**src/rtl/multicycle_controller_if.sv**
```systemverilog
// rtl/multicycle_controller_if.sv - IR fields, ALU flags and control outputs between datapath and controller
//
// Purpose: bundles the instruction-register fields and ALU flags fed to the
// controller together with every select / enable it returns to the datapath.
// Ports (signals):
//   Cond[3:0], Op[1:0], Funct[5:0], Rd[3:0]  IR fields (datapath -> controller)
//   ALUFlags[3:0]                            {N,Z,C,V} from the ALU, current cycle
//   PCWrite, MemWrite, RegWrite, IRWrite     gated write enables
//   AdrSrc, ResultSrc, ALUSrcA, ALUSrcB      datapath selects
//   ImmSrc, RegSrc, ALUControl               extender / regfile / ALU control
//   State[3:0]                               current FSM state for debug
// Modports: master = datapath side, slave = controller side.

interface multicycle_controller_if;
  logic [3:0] Cond;
  logic [1:0] Op;
  logic [5:0] Funct;
  logic [3:0] Rd;
  logic [3:0] ALUFlags;
  logic       PCWrite;
  logic       MemWrite;
  logic       RegWrite;
  logic       IRWrite;
  logic       AdrSrc;
  logic [1:0] ResultSrc;
  logic       ALUSrcA;
  logic [1:0] ALUSrcB;
  logic [1:0] ImmSrc;
  logic [1:0] RegSrc;
  logic [1:0] ALUControl;
  logic [3:0] State;

  modport master (
    output Cond, Op, Funct, Rd, ALUFlags,
    input  PCWrite, MemWrite, RegWrite, IRWrite, AdrSrc, ResultSrc,
           ALUSrcA, ALUSrcB, ImmSrc, RegSrc, ALUControl, State
  );

  modport slave (
    input  Cond, Op, Funct, Rd, ALUFlags,
    output PCWrite, MemWrite, RegWrite, IRWrite, AdrSrc, ResultSrc,
           ALUSrcA, ALUSrcB, ImmSrc, RegSrc, ALUControl, State
  );
endinterface

```
**src/rtl/multicycle_controller.sv**
```systemverilog
// rtl/multicycle_controller.sv - multicycle ARM control unit: FSM, ALU decode, NZCV flags, conditional execution
//
// Purpose: sequences each instruction through fetch/decode/execute/memory/
// writeback (3-5 clocks), drives all datapath selects and enables, and owns
// the NZCV flags register plus the condition check.
// Ports:
//   clk    rising-edge clock
//   reset  asynchronous active-low reset
//   ctl    multicycle_controller_if.slave (IR fields, ALU flags in; controls out)

module multicycle_controller (
  input  logic                         clk,
  input  logic                         reset,
  multicycle_controller_if.slave       ctl
);

  typedef enum logic [3:0] {
    FETCH    = 4'd0,
    DECODE   = 4'd1,
    MEMADR   = 4'd2,
    MEMRD    = 4'd3,
    MEMWB    = 4'd4,
    MEMWR    = 4'd5,
    EXECUTER = 4'd6,
    EXECUTEI = 4'd7,
    ALUWB    = 4'd8,
    BRANCH   = 4'd9
  } state_t;

  state_t     state, next_state;
  logic [3:0] flags;        // {N,Z,C,V}
  logic       condexreg;

  // Raw (ungated) per-state controls
  logic       next_pc, branch, regw, memw, irwrite_raw, aluop;
  logic       adrsrc, alusrca;
  logic [1:0] resultsrc, alusrcb;

  logic [1:0] alucontrol, flagw;
  logic       condex, rd15;

  always_ff @(posedge clk or negedge reset) begin
    if (!reset) state <= FETCH;
    else        state <= next_state;
  end

  always_comb begin
    next_state  = FETCH;
    next_pc     = 1'b0;
    branch      = 1'b0;
    regw        = 1'b0;
    memw        = 1'b0;
    irwrite_raw = 1'b0;
    aluop       = 1'b0;
    adrsrc      = 1'b0;
    alusrca     = 1'b0;
    resultsrc   = 2'b00;
    alusrcb     = 2'b00;
    case (state)
      FETCH: begin
        next_state  = DECODE;
        irwrite_raw = 1'b1;
        alusrca     = 1'b1;
        alusrcb     = 2'b10;
        resultsrc   = 2'b10;
        next_pc     = 1'b1;
      end
      DECODE: begin
        // PC+4 computed again here so R15 reads as PC+8
        alusrca   = 1'b1;
        alusrcb   = 2'b10;
        resultsrc = 2'b10;
        case (ctl.Op)
          2'b01:   next_state = MEMADR;
          2'b00:   next_state = ctl.Funct[5] ? EXECUTEI : EXECUTER;
          2'b10:   next_state = BRANCH;
          default: next_state = FETCH;   // undefined instruction
        endcase
      end
      MEMADR: begin
        alusrcb    = 2'b01;
        next_state = ctl.Funct[0] ? MEMRD : MEMWR;
      end
      MEMRD: begin
        adrsrc     = 1'b1;
        next_state = MEMWB;
      end
      MEMWB: begin
        resultsrc = 2'b01;
        regw      = 1'b1;
      end
      MEMWR: begin
        adrsrc = 1'b1;
        memw   = 1'b1;
      end
      EXECUTER: begin
        aluop      = 1'b1;
        next_state = ALUWB;
      end
      EXECUTEI: begin
        alusrcb    = 2'b01;
        aluop      = 1'b1;
        next_state = ALUWB;
      end
      ALUWB: begin
        regw = 1'b1;
      end
      BRANCH: begin
        alusrcb   = 2'b01;
        resultsrc = 2'b10;
        branch    = 1'b1;
      end
      default: next_state = FETCH;       // illegal codes recover
    endcase
  end

  // ALU decode; unlisted Funct[4:1] fall back to ADD and so update C,V too
  always_comb begin
    alucontrol = 2'b00;
    flagw      = 2'b00;
    if (aluop) begin
      case (ctl.Funct[4:1])
        4'b0100: alucontrol = 2'b00;
        4'b0010: alucontrol = 2'b01;
        4'b0000: alucontrol = 2'b10;
        4'b1100: alucontrol = 2'b11;
        default: alucontrol = 2'b00;
      endcase
      flagw[1] = ctl.Funct[0];
      flagw[0] = ctl.Funct[0] & ~alucontrol[1];
    end
  end

  always_comb begin
    condex = 1'b0;
    case (ctl.Cond)
      4'b0000: condex = flags[2];
      4'b0001: condex = ~flags[2];
      4'b0010: condex = flags[1];
      4'b0011: condex = ~flags[1];
      4'b0100: condex = flags[3];
      4'b0101: condex = ~flags[3];
      4'b0110: condex = flags[0];
      4'b0111: condex = ~flags[0];
      4'b1000: condex = flags[1] & ~flags[2];
      4'b1001: condex = ~flags[1] | flags[2];
      4'b1010: condex = (flags[3] == flags[0]);
      4'b1011: condex = (flags[3] != flags[0]);
      4'b1100: condex = ~flags[2] & (flags[3] == flags[0]);
      4'b1101: condex = flags[2] | (flags[3] != flags[0]);
      4'b1110: condex = 1'b1;
      default: condex = 1'b0;
    endcase
  end

  // CondExReg is frozen after DECODE so an S-suffixed instruction's own
  // flag update cannot veto its writeback.
  always_ff @(posedge clk or negedge reset) begin
    if (!reset) begin
      flags     <= 4'b0000;
      condexreg <= 1'b0;
    end else begin
      if (state == DECODE) condexreg <= condex;
      if ((state == EXECUTER || state == EXECUTEI) && condexreg) begin
        if (flagw[1]) flags[3:2] <= ctl.ALUFlags[3:2];
        if (flagw[0]) flags[1:0] <= ctl.ALUFlags[1:0];
      end
    end
  end

  assign rd15 = (ctl.Rd == 4'b1111);

  // Enables are masked by reset so nothing is written while it is held low
  assign ctl.PCWrite  = reset & (next_pc | (condexreg & (branch | (regw & rd15))));
  assign ctl.RegWrite = reset & regw & condexreg & ~rd15;
  assign ctl.MemWrite = reset & memw & condexreg;
  assign ctl.IRWrite  = reset & irwrite_raw;

  assign ctl.AdrSrc     = adrsrc;
  assign ctl.ResultSrc  = resultsrc;
  assign ctl.ALUSrcA    = alusrca;
  assign ctl.ALUSrcB    = alusrcb;
  assign ctl.ALUControl = alucontrol;
  assign ctl.ImmSrc     = ctl.Op;
  assign ctl.RegSrc     = {(ctl.Op == 2'b01), (ctl.Op == 2'b10)};
  assign ctl.State      = state;

endmodule

```
**src/flat_wrapper.sv**
```systemverilog
// flat-port wrapper written by rule: the top's interface ports become plain ports
module multicycle_controller_flat 
  (clk, reset, ctl_Cond, ctl_Op, ctl_Funct, ctl_Rd, ctl_ALUFlags, ctl_PCWrite, ctl_MemWrite, ctl_RegWrite, ctl_IRWrite, ctl_AdrSrc, ctl_ResultSrc, ctl_ALUSrcA, ctl_ALUSrcB, ctl_ImmSrc, ctl_RegSrc, ctl_ALUControl, ctl_State);
  multicycle_controller_if ctl_i ();
  input  logic clk;
  input  logic reset;
  input wire logic [$bits(ctl_i.Cond)-1:0] ctl_Cond;
  input wire logic [$bits(ctl_i.Op)-1:0] ctl_Op;
  input wire logic [$bits(ctl_i.Funct)-1:0] ctl_Funct;
  input wire logic [$bits(ctl_i.Rd)-1:0] ctl_Rd;
  input wire logic [$bits(ctl_i.ALUFlags)-1:0] ctl_ALUFlags;
  output wire logic [$bits(ctl_i.PCWrite)-1:0] ctl_PCWrite;
  output wire logic [$bits(ctl_i.MemWrite)-1:0] ctl_MemWrite;
  output wire logic [$bits(ctl_i.RegWrite)-1:0] ctl_RegWrite;
  output wire logic [$bits(ctl_i.IRWrite)-1:0] ctl_IRWrite;
  output wire logic [$bits(ctl_i.AdrSrc)-1:0] ctl_AdrSrc;
  output wire logic [$bits(ctl_i.ResultSrc)-1:0] ctl_ResultSrc;
  output wire logic [$bits(ctl_i.ALUSrcA)-1:0] ctl_ALUSrcA;
  output wire logic [$bits(ctl_i.ALUSrcB)-1:0] ctl_ALUSrcB;
  output wire logic [$bits(ctl_i.ImmSrc)-1:0] ctl_ImmSrc;
  output wire logic [$bits(ctl_i.RegSrc)-1:0] ctl_RegSrc;
  output wire logic [$bits(ctl_i.ALUControl)-1:0] ctl_ALUControl;
  output wire logic [$bits(ctl_i.State)-1:0] ctl_State;
  assign ctl_i.Cond = ctl_Cond;
  assign ctl_i.Op = ctl_Op;
  assign ctl_i.Funct = ctl_Funct;
  assign ctl_i.Rd = ctl_Rd;
  assign ctl_i.ALUFlags = ctl_ALUFlags;
  assign ctl_PCWrite = ctl_i.PCWrite;
  assign ctl_MemWrite = ctl_i.MemWrite;
  assign ctl_RegWrite = ctl_i.RegWrite;
  assign ctl_IRWrite = ctl_i.IRWrite;
  assign ctl_AdrSrc = ctl_i.AdrSrc;
  assign ctl_ResultSrc = ctl_i.ResultSrc;
  assign ctl_ALUSrcA = ctl_i.ALUSrcA;
  assign ctl_ALUSrcB = ctl_i.ALUSrcB;
  assign ctl_ImmSrc = ctl_i.ImmSrc;
  assign ctl_RegSrc = ctl_i.RegSrc;
  assign ctl_ALUControl = ctl_i.ALUControl;
  assign ctl_State = ctl_i.State;
  multicycle_controller u_core (.clk(clk), .reset(reset), .ctl(ctl_i));
endmodule
```
**config.mk**
```make
export PLATFORM = sky130hd
export DESIGN_NAME = multicycle_controller_flat
export DESIGN_NICKNAME = d
export VERILOG_FILES = /design/src/rtl/multicycle_controller_if.sv /design/src/rtl/multicycle_controller.sv /design/src/flat_wrapper.sv
export SDC_FILE = /design/constraint.sdc
export NUM_CORES = 1
export LEC_CHECK = 0
export CAP_MARGIN = 0
export CELL_PAD_IN_SITES_DETAIL_PLACEMENT = 1
export CELL_PAD_IN_SITES_GLOBAL_PLACEMENT = 1
export CORE_ASPECT_RATIO = 1.25
export CORE_UTILIZATION = 28
export CTS_CLUSTER_SIZE = 12
export DETAILED_ROUTE_END_ITERATION = 8
export PLACE_DENSITY_LB_ADDON = 0.1
export SLEW_MARGIN = 40
export SYNTH_ARGS = -nofsm -noshare
export SYNTH_HDL_FRONTEND = slang
export SYNTH_SLANG_ARGS = --single-unit
```
**constraint.sdc**
```tcl
create_clock -name clk -period 1.5 [get_ports clk]
set_input_delay 0.3 -clock clk [delete_from_list [all_inputs] [get_ports clk]]
set_output_delay 0.3 -clock clk [all_outputs]
set_load 0.02 [all_outputs]
```
==> metrics.md <==
| Metric | Value |
|---|---|
| Routed len/inst | about 16 um |
| Final core occ | about 61% |
| Port bufs | 41 |
| Vias in the first global route | about 1200 |
| Antenna cells | 0 |
| Cells on worst reg2reg path | 6 |
| Critical path peak fanout | 2 |
| Via count | between 1000 and 1500 |
| Top-level I/O count | 42 |
| GRT Total Usage | a little under a quarter |
| Most common cell after layout, fill and taps aside | buf_4 |
| CP max stage delay | about 0.47 ns |
| Slowest stage cell, crit path | clkdlybuf4s50_1 |
| Routed WL | approximately 3700 um |
| Leakage | between 0.8 and 0.9 nW |
| Cell breakdown of the critical path | clkdlybuf4s50_1 > and4_4 > nor2_1 > nor3_1 > a21o_1 > buf_6 |
| DRC | 0 |
| Crit end category | primary output |
| Hold Vio Cnt, Final | 0 |
| Grt total ovfl | 0 |
| First-pass detailed-route iteration total | 2 |
| Clk Latency, worst-skew pair | 0.26 ns |
| Antenna Nets Post-Route | 0 |
| Critical path class | primary input to primary output |
| Synthesized area | 852 um^2 |
| Fmax | 0.563 GHz |
| Unrepaired setup endpoints after global routing | yes |
| Max_slew headroom | about four fifths |
| Total negative slack | -2.43 ns |
| Final setup margin | -0.275 ns |
| Final setup violating endpoints | 17 |
| Worst Hold Slack | about 0.19 ns |
| Initial core utilization | 29.2% |
| Total Power Consumption | approximately 3.4 mW |
| Die Width | 51.3 um |
| #FFs+latches synth | 9 |
| TritonCTS clock tree | yes |
| Clock skew | approximately 0.0015 ns |
| Largest net degree at the start of global routing | 8 |
| Max clock buf depth | 2 |
| Synth warn | 0 |
| Rows | 22 |
| Layout area overhead | 109% |
| Fraction of layout cells with a size suffix above 1 | roughly 57% |
| CP startpoint kind | primary input |
| Post-Syn Nets | roughly 130 |
| Most frequent cells in the layout | buf_4, clkdlybuf4s50_1, buf_6 |
| Worst Tran Pin Value | around 0.29 ns |
| Die area | ~3300 um^2 |
| CP arrival | around 1.5 ns |
| Slew Limit Fails | 0 |
| Seq/Total Area, Yosys | 26.4% |
| Final period util | 118% |
| Power Dens Cells | a little under 2000 nW/um^2 |
| Synth area leaders | dfrtp_1, nor3_1, mux2_2 |
| Root Buffer | clkbuf_4 |
| HP Class | primary input to asynchronous set/reset pin |
| WP data required | around 1.2 ns |
| Clock-pin slew of the registers on the worst-case setup and hold paths | roughly 0.06 ns |
| Htree depth | 1 |
| Post-DP HPWL | ~2400 um |
| Syn Area/Cell | between 8 and 9 um^2 |
| Outcome | finished, violations left |
| Inserted Clock Buffers | 3 |
| Yosys top cell by area | dfrtp_1 |
| Share of the synthesized area in the top cell type | approximately a quarter |
| Die height | between 60 and 70 um |
| Placer Congestion | slightly above 0.8 |
| # nets final | 210 |
| Max-cap viol count | 0 |
| Antenna violations before repair | 0 |
| Minimum clock period after layout | 1.77 ns |
| Global-route wire length before repair | around 5600 um |
| Violated checks | setup timing |
| VDD IR max | between 1 and 1.5 mV |
| Synth cell types | between 40 and 50 |
| Vias per cell | around 5.1 |
| DP Area | between 1500 and 2000 um^2 |
| Cells after Synth | approximately 100 |
| Iteration-0 DRC Markers | 6 |
| CTS sink count | 9 |
| Final design area excluding fillers | about 1800 um^2 |
| Core Region | around 2900 um^2 |
[sequential cells by signal (all words and copies together) (netlist names)]
register and flops:
u_core.condexreg 1, u_core.ctl.State 4, u_core.flags 4
[layer usage]
| metal | global-route usage, % | wire length, um | vias up |
|---|---|---|---|
| met3 | 4.83 | 124 | 9 |
| li1 | - | - | 535 |
| met4 | 8.11 | 109 | 0 |
| met5 | 0 | 0 | - |
| met2 | 49.2 | 2170 | 35 |
| met1 | 21.2 | 1260 | 552 |
[worst max-delay path, delay by kind of cell]
kind	cells	cell delay, ns
AO/OA/AOI/OAI	1	0.15
buffers and inverters	2	0.58
AND/OR/NAND/NOR	3	0.44
[path summary, 6_finish.rpt]
check                               startpoint                  end  slack, ns
hold / removal                           reset  u_core.ctl.State[0]       0.19
max in group asynchronous                reset  u_core.ctl.State[3]       1.19
min in group clk               u_core.flags[1]      u_core.flags[1]       0.59
hold reg to reg                u_core.flags[1]      u_core.flags[1]       0.59
setup / recovery                     ctl_Rd[1]          ctl_PCWrite      -0.27
setup reg to reg           u_core.ctl.State[2]      u_core.flags[2]      -0.09
[timing repair]
item / 4_1_cts / 5_1_grt
buffers inserted: 9 / 7
gates resized for setup: 125 / 22
endpoints found under the setup margin: 23 / 22
hold buffers: 0 / 0
pin swaps: 11 / 10
[metrics by stage]
stage,std cells,setup slack [ns]
4_1_cts,218,-0.212
2_1_floorplan,104,-0.105
3_5_place_dp,206,-0.697
3_3_place_gp,206,-0.685
5_1_grt,223,-0.309
6_report,223,-0.275
[cells by family (layout without fill, tap and decap cells)]
group | Yosys count | after routing | synth area share, %
buffers and inverters | 12 | 95 | 8.22
muxes | 6 | 6 | 7.64
AOI/OAI and AO/OA | 20 | 20 | 16.4
xor gates and xnor gates | 6 | 6 | 6.17
DFF | 9 | 9 | 26.4
and+or+nand+nor | 51 | 51 | 35.1
[final cells by class]
class | count | area, um^2
clock buffers | 4 | 26.3
fillers | 356 | 1140
inverters | 3 | 11.3
multi-input cells | 83 | 714
flip-flops and latches | 9 | 230
well taps | 36 | 45.0
repair buffers | 88 | 749
[power by group]
| part | leakage, nW | switching, mW | total, mW | internal, mW |
|---|---|---|---|---|
| sequential | 0.111 | 0.200 | 0.562 | 0.362 |
| clock | 0.0150 | 0.0858 | 0.188 | 0.103 |
| combinational | 0.707 | 1.25 | 2.67 | 1.41 |
| total | 0.833 | 1.54 | 3.42 | 1.88 |
[cell usage after synthesis]
cell type / instances
a31oi_1: 1
a21oi_1: 3
nor4b_4: 1
o21ai_0: 4
o311ai_1: 1
nor2b_1: 4
dfrtp_1: 9
buf_4: 3
or2b_1: 1
nand2_2: 1
a21boi_0: 1
nand4_1: 1
o32ai_1: 1
xor2_1: 3
mux2i_1: 2
and2_1: 1
nand4bb_1: 1
o31ai_1: 1
o22ai_1: 2
a22o_1: 1
nand2b_1: 2
buf_6: 1
nor3b_1: 1
o211ai_1: 1
inv_1: 3
nand2b_2: 1
and4_1: 1
mux2_2: 4
xnor2_1: 3
a221oi_2: 1
nor4bb_1: 1
a21o_1: 1
nor3_1: 9
nand3_1: 4
a211oi_1: 2
and2b_2: 1
buf_2: 5
nand2_1: 7
and3_1: 2
nor2_1: 10
nand3b_1: 2
No activity file was read; power rests on OpenSTA's default activity.
